`src/rtl/round_timer_pkg.sv`:
```
// round_timer_pkg
// Shared definitions for the round countdown timer: FSM state encoding,
// BCD digit limits, the default round length and the load-value check.
package round_timer_pkg;

  typedef enum logic [2:0] {
    ST_IDLE    = 3'd0,
    ST_RUNNING = 3'd1,
    ST_PAUSED  = 3'd2,
    ST_EXPIRED = 3'd3,
    ST_DONE    = 3'd4
  } state_t;

  localparam logic [3:0] MAX_TENS = 4'd5;
  localparam logic [3:0] MAX_ONES = 4'd9;
  localparam logic [3:0] DEF_TENS = 4'd6;
  localparam logic [3:0] DEF_ONES = 4'd0;

  // A round length is usable only if both digits are legal BCD for a
  // mm:ss seconds field and the round is not zero seconds long.
  function automatic logic bcd_load_valid(input logic [3:0] t, input logic [3:0] o);
    return !((t > MAX_TENS) || (o > MAX_ONES) || ((t == 4'd0) && (o == 4'd0)));
  endfunction

endpackage

```
`src/rtl/round_timer_ctrl_tick_gen.sv`:
```
// tick_gen
// Free-running clock divider producing a one-cycle tick once every CLK_HZ
// enabled cycles. The count only advances while en is high, so a paused
// partial second is kept. clr restarts the count from zero.
// Optional: ROUND_TIMER_WARN_EN adds half_tick, a second compare at the
// midpoint of each second.
// Ports:
//   clk, reset  : clock, synchronous active-high reset
//   en          : advance the divider this cycle
//   clr         : force the divider back to zero (wins over en)
//   tick        : high in the enabled cycle where the divider is CLK_HZ-1
//   half_tick   : (ROUND_TIMER_WARN_EN) high where the divider is CLK_HZ/2-1
module tick_gen #(
  parameter int CLK_HZ = 50_000_000
) (
  input  logic clk,
  input  logic reset,
  input  logic en,
  input  logic clr,
`ifdef ROUND_TIMER_WARN_EN
  output logic half_tick,
`endif
  output logic tick
);

  localparam int W = (CLK_HZ > 1) ? $clog2(CLK_HZ) : 1;
  localparam logic [W-1:0] LAST = W'(CLK_HZ - 1);

  logic [W-1:0] div;

  // NOTE: sequential state is written with <= so every flop samples the
  // pre-edge values; blocking writes here would create ordering races.
  always_ff @(posedge clk) begin
    if (reset || clr) begin
      div <= '0;
    end else if (en) begin
      div <= tick ? '0 : div + W'(1);
    end
  end

  assign tick = en && (div == LAST);

`ifdef ROUND_TIMER_WARN_EN
  localparam logic [W-1:0] HALF = (CLK_HZ >= 2) ? W'(CLK_HZ / 2 - 1) : '0;
  assign half_tick = en && (div == HALF);
`endif

endmodule

```
`src/rtl/round_timer_ctrl.sv`:
```
// round_timer_ctrl
// Round countdown sequencer: start / pause / resume / abort, BCD seconds
// countdown driven by an internal 1 Hz tick, completed-round counter and
// end-of-game flag. Digits feed the HEX decoders directly.
// Optional: ROUND_TIMER_WARN_EN adds the blinking last-9-seconds warn output.
// Ports:
//   clk, reset              : clock, synchronous active-high reset
//   start, pause, resume    : command levels (priority start > pause > resume)
//   abort                   : back to IDLE from anywhere, clears round count
//   load_tens, load_ones    : BCD round length, sampled on start
//   tens, ones              : current BCD digits
//   running, paused         : state flags
//   time_out                : high in EXPIRED and DONE
//   expired_pulse           : one cycle, on reaching 00
//   round_num               : completed rounds
//   game_over               : high in DONE
//   warn                    : (ROUND_TIMER_WARN_EN) last-9-seconds indicator
module round_timer_ctrl
  import round_timer_pkg::*;
#(
  parameter int         CLK_HZ       = 50_000_000,
  parameter logic [3:0] DEFAULT_TENS = DEF_TENS,
  parameter logic [3:0] DEFAULT_ONES = DEF_ONES,
  parameter int         MAX_ROUNDS   = 3
) (
  input  logic       clk,
  input  logic       reset,
  input  logic       start,
  input  logic       pause,
  input  logic       resume,
  input  logic       abort,
  input  logic [3:0] load_tens,
  input  logic [3:0] load_ones,
  output logic [3:0] tens,
  output logic [3:0] ones,
  output logic       running,
  output logic       paused,
  output logic       time_out,
  output logic       expired_pulse,
  output logic [3:0] round_num,
`ifdef ROUND_TIMER_WARN_EN
  output logic       warn,
`endif
  output logic       game_over
);

  localparam logic [3:0] MAX_R = 4'(MAX_ROUNDS);

  state_t     state, state_nx;
  logic [3:0] tens_nx, ones_nx, round_nx;
  logic       pulse_nx;
  logic       tick, div_clr, div_en, expire;

  // Divider runs only in RUNNING; abort and start both restart it.
  assign div_en = (state == ST_RUNNING);
  assign expire = tick && (tens == 4'd0) && (ones == 4'd1);

`ifdef ROUND_TIMER_WARN_EN
  logic half_tick;
`endif

  tick_gen #(.CLK_HZ(CLK_HZ)) u_tick_gen (
    .clk       (clk),
    .reset     (reset),
    .en        (div_en),
    .clr       (div_clr),
`ifdef ROUND_TIMER_WARN_EN
    .half_tick (half_tick),
`endif
    .tick      (tick)
  );

  // NOTE: every signal written below gets a default first, so no path
  // through the case leaves it unassigned and no latch is inferred.
  always_comb begin
    state_nx = state;
    tens_nx  = tens;
    ones_nx  = ones;
    round_nx = round_num;
    pulse_nx = 1'b0;
    div_clr  = 1'b0;
    if (abort) begin
      state_nx = ST_IDLE;
      tens_nx  = DEFAULT_TENS;
      ones_nx  = DEFAULT_ONES;
      round_nx = '0;
      div_clr  = 1'b1;
    end else begin
      case (state)
        ST_IDLE, ST_EXPIRED: begin
          if (start) begin
            state_nx = ST_RUNNING;
            div_clr  = 1'b1;
            if (bcd_load_valid(load_tens, load_ones)) begin
              tens_nx = load_tens;
              ones_nx = load_ones;
            end else begin
              tens_nx = DEFAULT_TENS;
              ones_nx = DEFAULT_ONES;
            end
          end
        end
        ST_RUNNING: begin
          if (expire) begin
            // Final second: land on 00 and close the round; a pause in the
            // same cycle loses to expiry.
            tens_nx  = 4'd0;
            ones_nx  = 4'd0;
            pulse_nx = 1'b1;
            round_nx = round_num + 4'd1;
            state_nx = (round_num + 4'd1 == MAX_R) ? ST_DONE : ST_EXPIRED;
          end else begin
            if (tick) begin
              if (ones != 4'd0) begin
                ones_nx = ones - 4'd1;
              end else if (tens != 4'd0) begin
                ones_nx = MAX_ONES;
                tens_nx = tens - 4'd1;
              end
            end
            if (pause) state_nx = ST_PAUSED;
          end
        end
        ST_PAUSED: begin
          if (resume) state_nx = ST_RUNNING;
        end
        ST_DONE: ;
        default: state_nx = ST_IDLE;
      endcase
    end
  end

`ifdef ROUND_TIMER_WARN_EN
  // Blink phase restarts high on entry to the last 9 s (or on resume) and
  // flips at each half and full second while counting.
  logic warn_nx;
  always_comb begin
    warn_nx = 1'b0;
    if ((state_nx == ST_PAUSED) && (tens_nx == 4'd0)) begin
      warn_nx = 1'b1;
    end else if ((state_nx == ST_RUNNING) && (tens_nx == 4'd0)) begin
      if ((state == ST_RUNNING) && (tens == 4'd0)) begin
        warn_nx = (half_tick || tick) ? ~warn : warn;
      end else begin
        warn_nx = 1'b1;
      end
    end
  end
`endif

  // Flags are decoded from the next state and registered alongside it, so
  // every output comes straight from a flop.
  always_ff @(posedge clk) begin
    if (reset) begin
      state         <= ST_IDLE;
      tens          <= DEFAULT_TENS;
      ones          <= DEFAULT_ONES;
      round_num     <= '0;
      running       <= 1'b0;
      paused        <= 1'b0;
      time_out      <= 1'b0;
      expired_pulse <= 1'b0;
      game_over     <= 1'b0;
`ifdef ROUND_TIMER_WARN_EN
      warn          <= 1'b0;
`endif
    end else begin
      state         <= state_nx;
      tens          <= tens_nx;
      ones          <= ones_nx;
      round_num     <= round_nx;
      running       <= (state_nx == ST_RUNNING);
      paused        <= (state_nx == ST_PAUSED);
      time_out      <= (state_nx == ST_EXPIRED) || (state_nx == ST_DONE);
      expired_pulse <= pulse_nx;
      game_over     <= (state_nx == ST_DONE);
`ifdef ROUND_TIMER_WARN_EN
      warn          <= warn_nx;
`endif
    end
  end

endmodule

```
`config.mk`:
```
export PLATFORM = sky130hd
export DESIGN_NAME = round_timer_ctrl
export DESIGN_NICKNAME = d
export VERILOG_FILES = /design/src/rtl/round_timer_pkg.sv /design/src/rtl/round_timer_ctrl_tick_gen.sv /design/src/rtl/round_timer_ctrl.sv
export SDC_FILE = /design/constraint.sdc
export NUM_CORES = 1
export LEC_CHECK = 0
export ABC_AREA = 1
export CORE_MARGIN = 3
export CORE_UTILIZATION = 35
export DETAILED_ROUTE_END_ITERATION = 12
export DONT_BUFFER_PORTS = 1
export SYNTH_ARGS = -nofsm -noshare
export SYNTH_HDL_FRONTEND = slang
export SYNTH_SLANG_ARGS = --single-unit
export TNS_END_PERCENT = 30
```
`constraint.sdc`:
```
create_clock -name clk -period 2.5 [get_ports clk]
set_input_delay 0.25 -clock clk [delete_from_list [all_inputs] [get_ports clk]]
set_output_delay 0.25 -clock clk [all_outputs]
set_load 0.01 [all_outputs]
```
## Word level (Yosys, flattened, before mapping)

Cells that the tools add are included.
W data, S select, Z words.

| cells by class | value |
|---|---|
| add/subtract/negate cells | 4 |
| multiply operators | 0 |
| div/mod/pow operators | 0 |
| magnitude comparators | 2 |
| equal/unequal tests | 16 |
| shift-type cells | 0 |
| mux-type cells | 26 |
| bitwise logic cells | 1 |
| reduce and logical (&&, ||, !) cells | 21 |

Operator list:

| cell | count |
|---|---|
| $mux W4 | 12 |
| $add A26 B1 Y26 const B | 1 |
| $eq A26 B26 Y1 const B | 1 |
| $mux W26 | 1 |
| $mux W3 | 6 |
| $pmux W4 S2 | 2 |
| $eq A3 B2 Y1 const B | 4 |
| $logic_not A4 Y1 | 3 |
| $pmux W3 S4 | 1 |
| $ne A3 B3 Y1 const B | 3 |
| $reduce_bool A4 Y1 | 2 |
| $sub A4 B1 Y4 const B | 2 |
| $eq A3 B1 Y1 const B | 2 |
| $eq A3 B3 Y1 const B | 2 |
| $reduce_and A5 Y1 | 1 |
| $add A4 B1 Y4 const B | 1 |
| $eq A4 B1 Y1 const B | 1 |
| $eq A4 B2 Y1 const B | 1 |
| $gt A4 B3 Y1 const B | 1 |
| $gt A4 B4 Y1 const B | 1 |
| $logic_and A1 B1 Y1 | 4 |
| $logic_or A1 B1 Y1 | 4 |
| $mux W1 | 4 |
| $ne A4 B4 Y1 const B | 1 |
| 8 further kinds | 9 |

| word-level totals | value |
|---|---|
| register bits | 46 |
| latch bits | 0 |
| bits in writable memories | 0 |
| bits in read-only memories | 0 |
| bits of input ports | 14 |
| word-level logic and storage cells | 80 |
| memories | 0 |

## Longest topological paths before layout

| logic depth | value |
|---|---|
| word-level depth | 9 |
| depth in mapped cells | 14 |
| mapped depth without buffers | 14 |

## Modules after synthesis

A second synthesis with hierarchy kept.

| second synthesis, totals | value |
|---|---|
| cells, all modules | 444 |
| area, all modules | 2831.5 um2 |

Modules (own cells, without submodules):

| module | instances | cells each | area an instance (um2) |
|---|---|---|---|
| tick_gen | 1 | 242 | 1570.3 |
| round_timer_ctrl | 1 | 202 | 1261.2 |

## Least setup slack after synthesis

Ideal clock, no wire load.

| timing path | value |
|---|---|
| kind | reg2reg |
| start | register u_tick_gen.div[0] |
| end | register u_tick_gen.div[24] |
| setup time | 115 ps |
| arrival time | 1632 ps |
| required time | 2385 ps |
| path slack | 753 ps |
| stages on the path, launching flop included | 13 |
| path buffers | 0 |
| clock period less this slack | 1747 ps |
| cells stage by stage | dfxtp_1 -> ha_1 -> nand3_1 -> nor2_1 -> nand2_4 -> nor2_4 -> nand3_2 -> nor2_4 -> nand2_2 -> nor2_4 -> nand3_1 -> nand2_1 -> nor2_1 |

| between the ends | value |
|---|---|
| longest elaborated chain between the ends | 3 |
| elaborated cells on any way between the ends | 4 |
| those cells by class | 1 x add/sub; 1 x eq/ne; 1 x mux; 1 x reduce/logical |

Ends and longest elaborated chain:

| what | RTL line | RTL |
|---|---|---|
| start: declaration | round_timer_ctrl_tick_gen.sv:29 | `logic [W-1:0] div;` |
| start signal: assignment | round_timer_ctrl_tick_gen.sv:37 | `div <= tick ? '0 : div + W'(1);` |
| branches (longest 2 deep; another with $add A26 B1 Y26) | n/a |  |
| $mux W26 * | round_timer_ctrl_tick_gen.sv:37 |  |

Mark *: on every way between the ends.
A chain may end at the register's enable or synchronous reset.

## Final worst setup path

| timing path | value |
|---|---|
| start | register u_tick_gen.div[0] |
| end | register u_tick_gen.div[16] |

Same word-level chain as after synthesis.

==> impl_metrics.ini <==
[placed_design]
routabilityCongestion = 0.897
port_buffers = 0
hpwlAfterDp_um = 4930
dp_slack_ps = 478

[setup_path]
critPathMaxFanout = 5
crit_type = reg -> reg
startpoint = u_tick_gen.div[0]
cp-start-kind = flop
cp_common_cell = nor2_4
arrival_ps = 2220
worstPathRequired_ps = 2690
r2r-start = u_tick_gen.div[0]
slowest_delay_ps = 380
cpMaxStageDelayCell = dfxtp_1
endpoint_kind = flop
crit_chain = ha_1 > nand3_1 > nor2_1 > nand2_4 > nor2_4 > nand3_2 > nor2_4 > nand2_1 > o21ai_0 > a22oi_1

[routing]
drc = 0
ant_nets = 0
num_vias = 2539
viasPerCell = 5.00
first_iter_violations = 159
detail_route.wl_per_cell_um = 12.6
firstDrtPassIters = 4
wirelength_um = 6380

[power]
sequentialPowerShare_pct = 52.3
ir_worst_vdd_mv = 0.311
p_comb_share_pct = 8.2
p_sw_share_pct = 25.3
p_int_uw = 1080
clockPowerShare_pct = 39.5
switching_power_uw = 366
p_leak_uw = 0.00109
pwr_density_cell_nw_per_um2 = 507

[clock_network]
tritoncts = done
cts_buffers = 5
clkLatencyLatePin_ps = 310
cts.path.max_buffers = 2
numClockSinks = 46
clock_tree.root_cell = clkbuf_8
cts_setup_buffers = 0
cts-htree-levels = 2
cts_resized = 0
ctsHoldBuffers = 1
clk_pin_slew_ps = 100

[synth]
yosys_warnings = 0
avgSynthCellArea_sq_um = 6.45
synth-main-ff-cell = dfxtp_1
yosys.area.top_type_share_pct = 35.3
synth.most_common_cell = nand2_1
synth.area.top_cells = dfxtp_1 35%, nand2_1 11%, nor2_1 10%
synth_top_cells_by_count = 79 x nand2_1, 72 x nor2_1, 52 x inv_1
synth_async_sr_flop_share_pct = 0
ys_ff_latch = 46
synth_largest_area_cell = dfxtp_1
ys_seq_area_share_pct = 35.3
syn-num-nets = 422
synth_edf_count = 0
ys_types = 33
synth_area_sq_um = 2610
syn_inst = 404

[floorplan]
dieArea_sq_um = 8520
ioPinCount = 31
coreArea_sq_um = 7020
num_rows = 30
start_util_pct = 37.1
dieWidth_um = 92.3
die_h_um = 92.3

[finish]
drive_gt1_share_pct = 6.80
fin_nets = 429
syn2layout_area_growth_pct = 9.41
num_antenna_cells = 0

[timing]
fmax_ghz = 0.493
period_minus_slack_ps = 2030
finalSetupViolations = 0
tns_ps = 0
hold_violations = 0
timing.final.ws_setup_ps = 470
drv_slew = 0
slew_headroom_pct = 63.0
tightest_slew_ps = 551
period_share_pct = 81.2
rsz0062_at_grt = false
skew_ps = 15.2

[worst_hold_path]
min_from = reset
hold_class = in -> reg

[global_route]
grt_pass1_wl_um = 11200
antenna_found_initial = 0
grt_usage_pct = 15.9
grt_pass1_vias = 2470
grt-ovfl-total = 0
grt_max_degree = 18

[status]
status = finished clean

[run]
cap_violations = 0
cells in the final DEF (no fill, tap or decap), drive strengths merged, types with 2 or more instances in the layout:
cell type,n
a21oi,29
a31oi,2
buf,4
clkbuf,5
dfxtp,46
ha,4
inv,55
nand2,82
nand3,36
nand4,11
nor2,78
nor3,20
o21a,3
o21ai,21
o22ai,2
xnor2,4
per-layer routing:
layer	track usage, %	vias to the layer above	part of all wire (%)
met1	21.3	1131	48
li1	-	1330	-
met4	3.96	0	1.1
met5	0	-	0
met2	25.6	72	45
met3	3.90	6	6.7
flip-flops by register name, indices dropped and copies added (netlist names), 3 cells and up:
register	count
round_num	4
ones	4
tens	4
state	3
u_tick_gen.div	26
area by class of cell:
class / count / area (sq um)
Fill cell: 760 / 4170
Multi-Input combinational cell: 299 / 1460
Sequential cell: 46 / 921
Inverter: 54 / 203
Tap cell: 96 / 120
Clock buffer: 5 / 68.8
Clock inverter: 3 / 43.8
Timing Repair Buffer: 5 / 40.0
through the flow:
step           hold WS (ps)  total power, uW  instance area (sq um)  util [%]  cells
3_3_place_gp            329              889                   2730      38.9    499
6_report               12.2             1450                   2850      40.6    508
4_1_cts                7.40             1460                   2850      40.6    508
3_5_place_dp            330              891                   2730      38.9    499
5_1_grt                17.1             1510                   2850      40.6    508
2_1_floorplan           322              863                   2610         -    404
power groups by stage:
stage | Combinational (uW) | Sequential [uW] | Clock, uW
floorplan | 93.0 | 770 | 0
global placement | 116 | 774 | 0
detailed placement | 118 | 773 | 0
CTS | 119 | 756 | 583
global route | 137 | 758 | 610
finish | 118 | 756 | 571
cells by family (layout without fill, tap and decap cells):
kind of cell | after synthesis | in the layout | share of synthesized area [%]
flops | 46 | 46 | 35.3
xor+xnor | 5 | 5 | 1.68
fa+ha+maj | 4 | 4 | 1.92
simple gates | 229 | 229 | 39.6
compound gates | 61 | 61 | 12.7
buf+inv | 59 | 67 | 8.83
worst max-delay path, delay by kind of cell, from the launching register on:
family	cells	cell delay, ps
flip-flops	1	380
AND/OR/NAND/NOR	7	950
adder cells (fa/ha/maj)	1	220
AO/OA/AOI/OAI	2	360
worst paths after layout:
path	end	slack, ps	cells past startpoint
worst max register to register	u_tick_gen.div[16]	470	10
worst min-delay path	running	10	1
worst max-delay path	u_tick_gen.div[16]	470	10
worst min register to register	u_tick_gen.div[14]	480	2
No activity file was read; power rests on OpenSTA's default activity.
